===== src/rtl/multicycle_ctrl.sv =====
// multicycle_ctrl: multi-cycle RV64I control FSM (R/I ALU, ld, sd, beq); CTRL_PERF_EN adds cycle/instret counters
module multicycle_ctrl (
  input  logic        clk,
  input  logic        rst_n,
  input  logic [6:0]  opcode,
  input  logic [2:0]  funct3,
  input  logic        zero,
  input  logic        mem_ready,
  output logic        pc_we,
  output logic        pc_src,
  output logic        ir_we,
  output logic        mem_rd,
  output logic        mem_wr,
  output logic        reg_we,
  output logic        alu_src_b,
  output logic [1:0]  alu_op,
  output logic        wb_sel,
  output logic [2:0]  state,
  output logic        illegal
`ifdef CTRL_PERF_EN
  ,
  output logic [63:0] cycle_cnt,
  output logic [63:0] instret_cnt
`endif
);
  localparam logic [2:0] FETCH = 3'd0, DECODE = 3'd1, EXEC = 3'd2, MEM = 3'd3,
                         WB = 3'd4, BRANCH = 3'd5, TRAP = 3'd6;
  localparam logic [2:0] C_R = 3'd0, C_I = 3'd1, C_LD = 3'd2, C_SD = 3'd3,
                         C_BEQ = 3'd4, C_BAD = 3'd7;
  logic [2:0] nxt, cls, dcls;
  logic fe, ex, me, wb, br, is_ld, is_sd;
  assign dcls = opcode == 7'b0110011 ? C_R :
                opcode == 7'b0010011 ? C_I :
                (opcode == 7'b0000011 && funct3 == 3'b011) ? C_LD :
                (opcode == 7'b0100011 && funct3 == 3'b011) ? C_SD :
                (opcode == 7'b1100011 && funct3 == 3'b000) ? C_BEQ : C_BAD;
  always_comb begin
    nxt = FETCH;
    case (state)
      FETCH:  nxt = mem_ready ? DECODE : FETCH;
      DECODE: nxt = dcls == C_BAD ? TRAP : dcls == C_BEQ ? BRANCH : EXEC;
      EXEC:   nxt = (is_ld || is_sd) ? MEM : WB;
      MEM:    nxt = mem_ready ? (is_ld ? WB : FETCH) : MEM;
      TRAP:   nxt = TRAP;
      default: nxt = FETCH;
    endcase
  end
  always_ff @(posedge clk or negedge rst_n)
    if (!rst_n) begin
      state <= FETCH;
      cls   <= C_R;
    end else begin
      state <= nxt;
      if (state == DECODE && dcls != C_BAD) cls <= dcls;
    end
  assign fe    = state == FETCH;
  assign ex    = state == EXEC;
  assign me    = state == MEM;
  assign wb    = state == WB;
  assign br    = state == BRANCH;
  assign is_ld = cls == C_LD;
  assign is_sd = cls == C_SD;
  // Every output is gated by rst_n so a pending request drops the instant reset asserts
  assign pc_we     = rst_n & ((fe & mem_ready) | (br & zero));
  assign pc_src    = rst_n & br & zero;
  assign ir_we     = rst_n & fe & mem_ready;
  assign mem_rd    = rst_n & (fe | (me & is_ld));
  assign mem_wr    = rst_n & me & is_sd;
  assign reg_we    = rst_n & wb;
  assign alu_src_b = rst_n & ((ex & cls != C_R) | me);
  assign alu_op    = !rst_n ? 2'b00 : (ex & (cls == C_R | cls == C_I)) ? 2'b10 : br ? 2'b01 : 2'b00;
  assign wb_sel    = rst_n & wb & is_ld;
  assign illegal   = state == TRAP;
`ifdef CTRL_PERF_EN
  always_ff @(posedge clk or negedge rst_n)
    if (!rst_n) begin
      cycle_cnt   <= '0;
      instret_cnt <= '0;
    end else begin
      if (state != TRAP) cycle_cnt <= cycle_cnt + 64'd1;
      if (wb | br | (me & is_sd & mem_ready)) instret_cnt <= instret_cnt + 64'd1;
    end
`endif
endmodule


===== config.mk =====
export PLATFORM = sky130hd
export DESIGN_NAME = multicycle_ctrl
export DESIGN_NICKNAME = d
export VERILOG_FILES = /design/src/rtl/multicycle_ctrl.sv
export SDC_FILE = /design/constraint.sdc
export NUM_CORES = 1
export LEC_CHECK = 0
export CAP_MARGIN = 20
export CORE_AREA = 4 4 43 45
export CTS_CLUSTER_SIZE = 28
export DETAILED_ROUTE_END_ITERATION = 8
export DIE_AREA = 0 0 47 49
export PLACE_DENSITY = 0.74
export SLEW_MARGIN = 10
export SYNTH_ARGS = -nofsm -noshare
export SYNTH_HDL_FRONTEND = slang
export SYNTH_SLANG_ARGS = --single-unit

===== constraint.sdc =====
create_clock -name clk -period 1.5 [get_ports clk]
set_input_delay 0.3 -clock clk [delete_from_list [all_inputs] [get_ports clk]]
set_output_delay 0.3 -clock clk [all_outputs]
set_load 0.01 [all_outputs]

==> metrics <==
Worst Path Max Fanout 5; Initial Utilization 0.355; Req. time, crit path 1.20 ns; DRT antenna net count 0; Final #Nets 142; Detailed Place HPWL 1320 µm; Worst path slowest cell dfrtp_2; DRT Pass-1 Iters 4; CTS buffer count 3; failing checks negative setup slack; CTS sink count 6; placed cell count 129; Post-synth ARST share 1.00; site row count 14; Ports 28; Mapped Nets 80; fin cells 142; CP arrival 1.36 ns; syn avg cell area 7.92 µm²; vias in the first global route 706; via count 737; worst-skew pair later-pin latency 0.25 ns; CTS root buf clkbuf_4; CTS H-Tree Depth 1; grt ovf 0; area grow syn2layout 123%; Synth Warn # 0; # hold bufs at CTS 0; Overall Power 0.00165 W; global-route wire length before repair 2790 µm; Port Buffer Count 27; crit path time final 1.66 ns; Hold Vio Cnt, Final 0; Slew headroom 0.763; TNS Setup -0.876 ns; CP max stage delay 0.43 ns; critical path type flip-flop to output pin; clk buf depth 2; EDFF count, synth 0; Avg Vias per Cell 5.19; Worst Path Buf+Inv 1; total wire length 1870 µm; Worst R2R Setup Slack -0.01 ns; Setup Slack @ Placement -0.723 ns; Fin Hold WS 0.152 ns; f_max 603 MHz; GP Congestion 0.809; die area 0.00230 mm²; synth unique cells 32; reported max-cap violation count 0; fin. max-slew vios 0; initial antenna violation count 0; sequential-to-total area share from yosys stat 0.287; Final WS setup -0.159 ns; Leak 0.562 nW; fraction of the cycle the final worst path needs 1.11; CP Cell Sequence nor3b_4 > and2_4 > or2_4 > buf_6; Top FF cell, synth dfrtp_1; Max IR drop VDD 0.815 mV; netlist area before placement 523 µm²; Hold WC Path Type input pin to async pin; largest net degree at the start of global routing 9; Clock transition at path regs 0.05 ns; Die H 49 µm; share of cells above drive strength 1 0.571; Die Wd 47 µm; worst slew pin tran 0.351 ns; clock skew 0.00670 ns; synthesized flop and latch total 6; setup violators final 13; WL/cell 13.1 µm; status complete, but fails checks; crit path capture type output pin; Mapped Cells 66; 1st-iter DRT viols 6; CP delay by family, top simple AND/OR/NAND/NOR gates; CTS tree done; PwrDens 1420 mW/mm²; ant diodes 0; GRT Total Usage 0.167; core area 0.00147 mm²; RSZ-0062 raised after global routing true; DR DRC count 0; Setup crit start kind flip-flop
[Yosys cell counts, types with 2 or more instances]
cell      instances  area share
a21oi_1           2       0.019
buf_2             2       0.019
dfrtp_1           6        0.29
inv_1             3       0.022
nand2_1           9       0.065
nand2b_1          3       0.036
nor2_1            8       0.057
nor3_1            3       0.029
nor3b_1           2       0.029
nor4_1            2       0.024
o21a_1            2       0.029
o21ai_0           4       0.038
[per-stage QoR]
stage | util | cell area (µm²)
floorplan | - | 533
detailed placement | 0.668 | 982
global route | 0.793 | 1170
global placement | 0.668 | 982
CTS | 0.727 | 1070
finish | 0.793 | 1170
[cells by family (layout without fill, tap and decap cells)]
kind of cell    after synthesis  count (layout)  share of synthesized area
simple gates                 36              36                      0.395
buf+inv                       6              66                     0.0478
compound gates               18              18                      0.270
flops                         6               6                      0.287
[report_power, final]
part           switching, W  internal (W)  total, W
Sequential        0.0000829      0.000231  0.000313
Combinational      0.000522      0.000662   0.00118
Clock             0.0000625     0.0000908  0.000153
[worst paths after layout]
kind                            startpoint  endpoint  cells past startpoint
worst min register to register      cls[0]    cls[0]                      2
min in group clk                 opcode[4]  state[1]                      5
max in group asynchronous            rst_n  state[0]                      2
worst max-delay path              state[0]     pc_we                      4
worst max register to register    state[1]    cls[2]                      6
worst min-delay path                 rst_n  state[1]                      2
[per-layer routing]
layer / vias up / part of all wire / global-route usage
met1: 342 / 0.39 / 0.151
met5: - / 0 / 0
met2: 32 / 0.51 / 0.310
met3: 3 / 0.088 / 0.0369
li1: 360 / - / -
met4: 0 / 0.019 / 0.101
[area by class of cell]
type                    instances  area [µm²]
clock buffers                   3        22.5
well taps                      16        20.0
inverters                       3        11.3
repair buffers                 60         495
fillers                        88         305
multi-input cells              54         464
flip-flops and latches          6         153
[placed cells by master, fill, tap and decap left out, types with 2 or more instances in the layout]
master           netlist  final
buf_4                  0     29
clkdlybuf4s50_1        0     10
nor2_1                 8      8
buf_6                  0      8
buf_2                  2      7
nand2_1                9      6
o21ai_0                4      4
dfrtp_1                6      4
dlygate4sd2_1          0      4
inv_1                  3      3
nand2_2                0      3
nor3_2                 0      3
clkbuf_4               0      3
a21oi_1                2      2
nor3b_4                0      2
nand2b_1               3      2
o21a_1                 2      2
dfrtp_2                0      2
[registers in the layout, indices dropped and copies added (netlist names)]
register  flops
cls           3
state         3
[what timing repair did]
action / CTS / global route
hold endpoints to repair: 0 / 0
gates resized for setup: 66 / 18
buffers inserted: 5 / 8
endpoints found under the setup margin: 16 / 17
cloned: 0 / 0
pin swaps: 9 / 15
No activity file was read; power rests on OpenSTA's default activity.
